### config.mk
export PLATFORM = sky130hd
export DESIGN_NAME = rca_arbiter
export DESIGN_NICKNAME = d
export VERILOG_FILES = /design/src/rtl/rca_arbiter.sv
export SDC_FILE = /design/constraint.sdc
export NUM_CORES = 1
export LEC_CHECK = 0
export BUFFER_PORTS_ARGS = -buffer_cell sky130_fd_sc_hd__buf_2
export CAP_MARGIN = 20
export CORE_UTILIZATION = 30
export DETAILED_ROUTE_END_ITERATION = 12
export SETUP_SLACK_MARGIN = 0.5
export SLEW_MARGIN = 20
export SYNTH_ARGS = -nofsm -noshare
export SYNTH_HDL_FRONTEND = slang
export SYNTH_SLANG_ARGS = --single-unit
### constraint.sdc
create_clock -name clk -period 8.1 [get_ports clk]
set_input_delay 0 -clock clk [delete_from_list [all_inputs] [get_ports clk]]
set_output_delay 0 -clock clk [all_outputs]
set_load 0.005 [all_outputs]
### src/rtl/rca_arbiter.sv
// rca_arbiter: round-robin arbiter feeding one shared ripple-carry adder
// through a two-stage pipeline (operand register, then result register).
//
// Parameters:
//   BITS  - operand/sum width
//   N_REQ - number of requesters (2..8)
//   IDW   - requester ID width, derived from N_REQ
//
// Ports:
//   clk, rst          - rising-edge clock, synchronous active-high reset
//   req_i             - level request per requester
//   a_i, b_i          - packed operands, requester k at [k*BITS +: BITS]
//   cin_i             - carry-in per requester
//   gnt_o             - one-hot combinational grant
//   res_valid_o       - result register holds a valid result
//   res_ready_i       - consumer accepts the result
//   res_sum_o         - registered sum
//   res_cout_o        - registered carry-out
//   res_id_o          - ID of the requester that produced the result
//   res_ovf_o         - registered signed overflow (only with RCA_ARB_OVF_EN)
//
// Optional feature macro: RCA_ARB_OVF_EN adds the res_ovf_o output.

// Plain ripple-carry adder built from a chain of full adders.
module RCA #(
    parameter int BITS = 8
) (
    input  logic [BITS-1:0] a_i,
    input  logic [BITS-1:0] b_i,
    input  logic            cin_i,
    output logic [BITS-1:0] sum_o,
    output logic            cout_o
);
    logic [BITS:0] carry;

    assign carry[0] = cin_i;

    for (genvar i = 0; i < BITS; i++) begin : g_fa
        assign sum_o[i]     = a_i[i] ^ b_i[i] ^ carry[i];
        assign carry[i + 1] = (a_i[i] & b_i[i]) | (carry[i] & (a_i[i] ^ b_i[i]));
    end

    assign cout_o = carry[BITS];
endmodule

module rca_arbiter #(
    parameter int  BITS  = 8,
    parameter int  N_REQ = 4,
    localparam int IDW   = $clog2(N_REQ)
) (
    input  logic                  clk,
    input  logic                  rst,
    input  logic [N_REQ-1:0]      req_i,
    input  logic [N_REQ*BITS-1:0] a_i,
    input  logic [N_REQ*BITS-1:0] b_i,
    input  logic [N_REQ-1:0]      cin_i,
    output logic [N_REQ-1:0]      gnt_o,
    output logic                  res_valid_o,
    input  logic                  res_ready_i,
    output logic [BITS-1:0]       res_sum_o,
    output logic                  res_cout_o,
`ifdef RCA_ARB_OVF_EN
    output logic                  res_ovf_o,
`endif
    output logic [IDW-1:0]        res_id_o
);
    logic            adv;
    logic [IDW-1:0]  last_q, last_d;
    logic [N_REQ-1:0] gnt;
    logic [IDW-1:0]  gnt_id;
    logic [BITS-1:0] sel_a, sel_b;
    logic            sel_cin;

    logic            s1_valid_q, s1_valid_d;
    logic [BITS-1:0] s1_a_q, s1_a_d;
    logic [BITS-1:0] s1_b_q, s1_b_d;
    logic            s1_cin_q, s1_cin_d;
    logic [IDW-1:0]  s1_id_q, s1_id_d;

    logic            res_valid_q, res_valid_d;
    logic [BITS-1:0] res_sum_q, res_sum_d;
    logic            res_cout_q, res_cout_d;
    logic [IDW-1:0]  res_id_q, res_id_d;

    logic [BITS-1:0] sum;
    logic            cout;

    // A held, unaccepted result freezes the whole pipeline.
    assign adv = !res_valid_q | res_ready_i;

    // Search starts just after the last winner and wraps, so the most
    // recent winner has the lowest priority next time.
    always_comb begin
        logic           found;
        logic [IDW-1:0] idx;
        gnt    = '0;
        gnt_id = '0;
        found  = 1'b0;
        idx    = '0;
        for (int i = 1; i <= N_REQ; i++) begin
            idx = IDW'((int'(last_q) + i) % N_REQ);
            if (!found && req_i[idx] && adv && !rst) begin
                gnt[idx] = 1'b1;
                gnt_id   = idx;
                found    = 1'b1;
            end
        end
    end

    assign gnt_o = gnt;

    // One-hot operand mux driven by the grant vector.
    always_comb begin
        sel_a   = '0;
        sel_b   = '0;
        sel_cin = 1'b0;
        for (int k = 0; k < N_REQ; k++) begin
            if (gnt[k]) begin
                sel_a   = a_i[k*BITS +: BITS];
                sel_b   = b_i[k*BITS +: BITS];
                sel_cin = cin_i[k];
            end
        end
    end

    // Next state of the pointer and both pipeline stages; everything
    // holds when the pipeline is not advancing.
    always_comb begin
        last_d      = last_q;
        s1_valid_d  = s1_valid_q;
        s1_a_d      = s1_a_q;
        s1_b_d      = s1_b_q;
        s1_cin_d    = s1_cin_q;
        s1_id_d     = s1_id_q;
        res_valid_d = res_valid_q;
        res_sum_d   = res_sum_q;
        res_cout_d  = res_cout_q;
        res_id_d    = res_id_q;
        if (|gnt) begin
            last_d = gnt_id;
        end
        if (adv) begin
            s1_valid_d  = |gnt;
            s1_a_d      = sel_a;
            s1_b_d      = sel_b;
            s1_cin_d    = sel_cin;
            s1_id_d     = gnt_id;
            res_valid_d = s1_valid_q;
            res_sum_d   = sum;
            res_cout_d  = cout;
            res_id_d    = s1_id_q;
        end
    end

    RCA #(.BITS(BITS)) u_rca (
        .a_i    (s1_a_q),
        .b_i    (s1_b_q),
        .cin_i  (s1_cin_q),
        .sum_o  (sum),
        .cout_o (cout)
    );

    always_ff @(posedge clk) begin
        if (rst) begin
            last_q      <= IDW'(N_REQ - 1);
            s1_valid_q  <= 1'b0;
            s1_a_q      <= '0;
            s1_b_q      <= '0;
            s1_cin_q    <= 1'b0;
            s1_id_q     <= '0;
            res_valid_q <= 1'b0;
            res_sum_q   <= '0;
            res_cout_q  <= 1'b0;
            res_id_q    <= '0;
        end else begin
            last_q      <= last_d;
            s1_valid_q  <= s1_valid_d;
            s1_a_q      <= s1_a_d;
            s1_b_q      <= s1_b_d;
            s1_cin_q    <= s1_cin_d;
            s1_id_q     <= s1_id_d;
            res_valid_q <= res_valid_d;
            res_sum_q   <= res_sum_d;
            res_cout_q  <= res_cout_d;
            res_id_q    <= res_id_d;
        end
    end

    assign res_valid_o = res_valid_q;
    assign res_sum_o   = res_sum_q;
    assign res_cout_o  = res_cout_q;
    assign res_id_o    = res_id_q;

`ifdef RCA_ARB_OVF_EN
    logic res_ovf_q, res_ovf_d;

    // Signed overflow: operands agree in sign but the sum does not.
    always_comb begin
        res_ovf_d = res_ovf_q;
        if (adv) begin
            res_ovf_d = (s1_a_q[BITS-1] == s1_b_q[BITS-1]) &&
                        (sum[BITS-1] != s1_a_q[BITS-1]);
        end
    end

    always_ff @(posedge clk) begin
        if (rst) begin
            res_ovf_q <= 1'b0;
        end else begin
            res_ovf_q <= res_ovf_d;
        end
    end

    assign res_ovf_o = res_ovf_q;
`endif
endmodule

# Word-level counts from Yosys, hierarchy flattened
# Index checks and enable logic that the tools add are counted.
[op_classes]
n_lt_le_gt_ge = 8
n_reduce_logical = 21
n_mux = 39
n_bitwise = 44
add_sub_neg = 4
[op_table]
columns = ["operator", "count"]
rows = [
  ["$mux 8", 8],
  ["$and 1x1->1", 16],
  ["$mux 4", 4],
  ["$xor 1x1->1", 16],
  ["$logic_and 1x1->1", 15],
  ["$mux 1", 15],
  ["$lt 2x3->1 const B", 4],
  ["$or 4x4->4", 3],
  ["$or 1x1->1", 9],
  ["$bmux 1 s2", 4],
  ["$demux 1 s2", 4],
  ["$ge 2x1->1 const B", 4],
  ["$mux 2", 4],
  ["$logic_not 1->1", 5],
  ["$add 2x1->2 const B", 2],
  ["$add 2x2->2 const B", 2],
  ["$reduce_or 4->1", 1],
]
[totals]
output_inout_bits = 16
input_bits = 75
regBits = 34
wordCells = 126

# Longest topological paths before layout
[logic_depth]
word_depth = 25
ltp_mapped = 13
depth_no_buf = 12

# Hierarchy
# From an unflattened synthesis, not the netlist that was laid out.
[hier_totals]
hier_cells = 285
hier_area_um2 = 2332.2
[by_module_without_submodules]
columns = ["module", "n_inst", "seq_area_each_um2", "cells_per_inst", "area_per_inst_um2"]
rows = [
  ["rca_arbiter", 1, 680.7, 267, 2134.5],
  ["RCA", 1, 0.0, 18, 197.7],
]

# Least setup slack after synthesis
# No wires, ideal clock.
[synth_timing]
path_type = "reg2reg"
startpoint = "register s1_a_q[0]"
endpoint = "register res_sum_q[7] (netlist: res_sum_o[7])"
synth_period_minus_slack_ps = 3547
path_buffers = 0
required_ps = 8014
slack_ps = 4553
arrival_ps = 3461
setup_time_ps = 86
path_stages_with_launch = 13
cell_sequence = "dfxtp_1 fa_1 inv_1 fa_1 inv_1 fa_1 fa_1 fa_1 fa_1 fa_1 inv_1 fa_1 a211oi_1"
[synth_between]
elab_chain_len = 16
elab_cells_between_ends = 17
classes_between = "17 x bitwise"
[synth_rtl]
columns = ["element", "line", "rtl"]
rows = [
  ["start: declaration", "75", "logic [BITS-1:0] s1_a_q, s1_a_d;"],
  ["start signal: assignment", "167", "s1_a_q <= '0;"],
  ["start signal: assignment", "178", "s1_a_q <= s1_a_d;"],
  ["$xor 1x1->1", "40", "assign carry[i + 1] = (a_i[i] & b_i[i]) | (carry[i] & (a_i[i] ^ b_i[i]));"],
  ["$and 1x1->1", "40", ""],
  ["$or 1x1->1 (*)", "40", ""],
  ["$and 1x1->1 (*)", "40", ""],
  ["$or 1x1->1 (*)", "40", ""],
  ["$and 1x1->1 (*)", "40", ""],
  ["$or 1x1->1 (*)", "40", ""],
  ["$and 1x1->1 (*)", "40", ""],
  ["$or 1x1->1 (*)", "40", ""],
  ["$and 1x1->1 (*)", "40", ""],
  ["$or 1x1->1 (*)", "40", ""],
  ["$and 1x1->1 (*)", "40", ""],
  ["$or 1x1->1 (*)", "40", ""],
  ["$and 1x1->1 (*)", "40", ""],
  ["$or 1x1->1 (*)", "40", ""],
  ["$xor 1x1->1 (*)", "39", "assign sum_o[i] = a_i[i] ^ b_i[i] ^ carry[i];"],
  ["end signal: assignment", "183", "res_sum_q <= res_sum_d;"],
  ["end: declaration", "81", "logic [BITS-1:0] res_sum_q, res_sum_d;"],
]
# Mark *: on every way between the ends. The rest lies on a longest branch, timed or not.
# A chain may end at the register's enable or synchronous reset.

# Final worst setup path
[layout_timing]
startpoint = "register last_q[0]"
endpoint = "register s1_b_q[3]"
[layout_between]
elab_chain_len = 25
elab_cells_between_ends = 60
classes_between = "4 x add/sub; 8 x order compare; 27 x mux; 3 x bitwise; 18 x reduce/logical"
[layout_rtl]
columns = ["element", "line", "rtl"]
rows = [
  ["start: declaration", "68", "logic [IDW-1:0] last_q, last_d;"],
  ["start signal: assignment", "165", "last_q <= IDW'(N_REQ - 1);"],
  ["start signal: assignment", "176", "last_q <= last_d;"],
  ["$add 2x1->2", "101", "idx = IDW'((int'(last_q) + i) % N_REQ);"],
  ["$bmux 1 s2", "102", "if (!found && req_i[idx] && adv && !rst) begin"],
  ["$mux 1 (implied by the code)", "102", ""],
  ["$logic_and 1x1->1 (2 in series)", "102", ""],
  ["$mux 1", "102", ""],
  ["$logic_not 1->1", "102", ""],
  ["$logic_and 1x1->1 (3 in series)", "102", ""],
  ["$mux 1", "102", ""],
  ["$logic_not 1->1", "102", ""],
  ["$logic_and 1x1->1 (3 in series)", "102", ""],
  ["$mux 1", "102", ""],
  ["$logic_not 1->1", "102", ""],
  ["$logic_and 1x1->1 (3 in series)", "102", ""],
  ["$mux 4 (*)", "102", ""],
  ["$mux 8 (3 in series)", "118", "if (gnt[k]) begin"],
  ["$mux 8 (*)", "118", ""],
  ["end signal: assignment", "168", "s1_b_q <= '0;"],
  ["end signal: assignment", "179", "s1_b_q <= s1_b_d;"],
  ["end: declaration", "76", "logic [BITS-1:0] s1_b_q, s1_b_d;"],
]
# Mark *: on every way between the ends. The rest lies on a longest branch, timed or not. The select of a mux whose other input is x is not followed.

==> results.md <==
* DRT antenna net count at 0
* Most common cell after layout, fill and taps aside: buf_2
* Post-synthesis register bit count at 34
* Run status: complete, no violations
* Area growth from synthesis to layout at 30.3%
* Synth area leader: dfxtp_1
* WL final at roughly 7200 um
* Tot GR Track Use at roughly 17%
* Die area at 8270 um2
* Die Y at 90.9 um
* Pwr Total at ~1.1 mW
* CTS Buf Count at 5
* GPL Wtd Cong at roughly 0.86
* Post-cts sizing count at 0
* Die width at 90.9 um
* Pwr dens at between 300 and 400 nW/um2
* Finished Layout Cells at ~470
* Core area at 7690 um2
* DP Area at 2840 um2
* Setup TNS at 0 ns
* Largest net degree at the start of global routing at 22
* Final worst setup slack at 4.12 ns
* RSZ-0062 raised after global routing: false
* Pleak at about 1.4 nW
* Clk_skew at ~0.0058 ns
* CTS tree: yes
* Critical Path RT at 8.25 ns
* Post-route DRC at 0
* Htree depth at 2
* Pins Over Slew Limit at 0
* CP Max Fanout at 18
* Crit share post-route at between 40% and 50%
* Max_slew headroom at ~47%
* Drt via density at 5.16
* Vias in the first global route at ~2200
* Initial antenna violation count at 0
* Synth cell types at 43
* Share of cells above drive strength 1 at between 30% and 40%
* DP HPWL at approximately 5500 um
* Min Tclk post-route at 3.98 ns
* # diodes at 0
* Yosys warning count at 0
* Total I/O pin count at between 90 and 100
* Initial cell density of the core at ~31%
* CTS Buffer Depth at 2
* # rows at 32
* Pre-CTS WS at between 4 and 5 ns
* CP startpoint kind: register
* Worst min path class: primary input to register
* First-pass GRT wire length at about 11000 um
* Port Buf Inserts at 90
* Area contributors post-synth: dfxtp_1 29%, fa_1 6.8%, a311oi_1 6.3%
* Final hold violation count at 0
* CTS root buf: clkbuf_8
* Iter 0 DRT Violations at approximately 120
* Clk sink count at 34
* Max cap viols at 0
* Setup Viol. Count Final at 0
* Syn_area_per_cell at between 8 and 9 um2
* WL/cell at ~15 um
* Fillcell total at approximately 800
* Syn Std Cell Area at 2370 um2
* Critical path type: register to register
* Worst slew pin tran at about 0.8 ns
* Drt pass-1 iters at 5
* DR vias at about 2400
* Max Clock Freq at 0.251 GHz
* Worst EP arrival at a little over 4 ns
* Final Cell Area at just over 3000 um2
* Layout Nets at ~450
* Clk_lat worst skew at 0.28 ns
* Mapped Nets at 362
* Gr ovfl total at 0
* Setup bufs post-CTS at 0
* Worst-case register-to-register setup slack at around 4.1 ns
* Clock-pin slew on the worst setup and hold paths at 0.07 ns
* Crit end category: register
* # placed instances at roughly 440
* Most frequent cells in the layout: 90 x buf_2, 34 x dfxtp_1, 28 x inv_1
* Cell count after synthesis at around 270
* Peak supply drop at 0.119 mV
* Sequential fraction of the synthesis area at between 20 and 30%
* Post-synth top area share at approximately 29%
what timing repair did:
| action | 4_1_cts | 5_1_grt |
|---|---|---|
| hold buffers | 17 | 0 |
| endpoints found under the setup margin | 0 | 0 |
| hold endpoints to repair | 17 | 0 |
state kept, by name (all words and copies together), names as in the netlist:
| name | count |
|---|---|
| last_q | 2 |
| res_cout_o | 1 |
| res_id_o | 2 |
| res_sum_o | 8 |
| res_valid_o | 1 |
| s1_a_q | 8 |
| s1_b_q | 8 |
| s1_cin_q | 1 |
| s1_id_q | 2 |
| s1_valid_q | 1 |
through the flow:
stage	utilization, %	hold WS (ns)
after floorplan	-	0.144
after CTS	40.2	0.0141
after global placement	36.8	0.247
after detailed placement	36.9	0.244
final	40.2	0.0182
after global routing	40.2	0.0167
cell families after synthesis:
logic type,share of synthesized area (%)
AOI/OAI and AO/OA,30.7
and+or+nand+nor,13.5
buffers and inverters,9.81
DFF,28.7
adders and majority gates,10.4
muxes,6.86
final timing paths:
check                            startpoint                        end  cells after the start
hold / removal                      a_i[21]     s1_a_q[5]$_SDFFE_PP0P_                      3
setup reg to reg     last_q[0]$_SDFFE_PP1P_     s1_b_q[3]$_SDFFE_PP0P_                      8
hold reg to reg   res_sum_o[5]$_SDFFE_PP0P_  res_sum_o[5]$_SDFFE_PP0P_                      2
setup / recovery     last_q[0]$_SDFFE_PP1P_     s1_b_q[3]$_SDFFE_PP0P_                      8
synth_stat cells (all sizes together):
library cell and instances:
dfxtp 34, inv 30, nor2 28, nand2 19, o31ai 19, a22oi 17
a311oi 17, a31oi 17, buf 12, a21oi 11, clkbuf 10, fa 8
ha 7, nand2b 6, mux2i 5, mux4 4, a211oi 3, a21o 2
a221o 2, and3 2, mux2 2, nor2b 2, o21ai 2, a22o 1
a311o 1, a32o 1, a32oi 1, nand4b 1, nand4bb 1, nor3 1
nor3b 1, nor4 1, nor4b 1, o211ai 1, o21a 1, o221a 1
area by class of cell:
| class | count | area, um2 | share of cell area [%] |
|---|---|---|---|
| Inverter | 30 | 115 | 3.72 |
| Timing Repair Buffer | 107 | 621 | 20.1 |
| Sequential cell | 34 | 681 | 22.0 |
| Clock buffer | 6 | 82.6 | 2.67 |
| Multi-Input combinational cell | 186 | 1460 | 47.4 |
| Tap cell | 102 | 128 | 4.13 |
metal layers:
layer / GRT usage [%] / vias to the layer above / wire length, um
met1: 23.3 / 1117 / 3310
li1: - / 1187 / -
met3: 3.03 / 14 / 352
met4: 6.48 / 0 / 164
met2: 27.3 / 81 / 3380
met5: 0 / - / 0
where the power goes:
| group | leakage, nW | internal, mW | total [mW] | switching [mW] |
|---|---|---|---|---|
| Sequential | 0.281 | 0.233 | 0.287 | 0.0545 |
| Combinational | 1.07 | 0.280 | 0.641 | 0.361 |
| Clock | 0.0431 | 0.0655 | 0.123 | 0.0578 |
worst max-delay path, stage by stage, from the launching register on:
cell,delay (ns)
dfxtp_1,0.67
inv_1,0.23
ha_1,0.48
mux4_2,0.42
nor3_2,0.30
nand4bb_1,0.58
and3_1,0.60
a311oi_1,0.44
o31ai_1,0.12
Note: power is estimated with default switching activity, not from simulation.
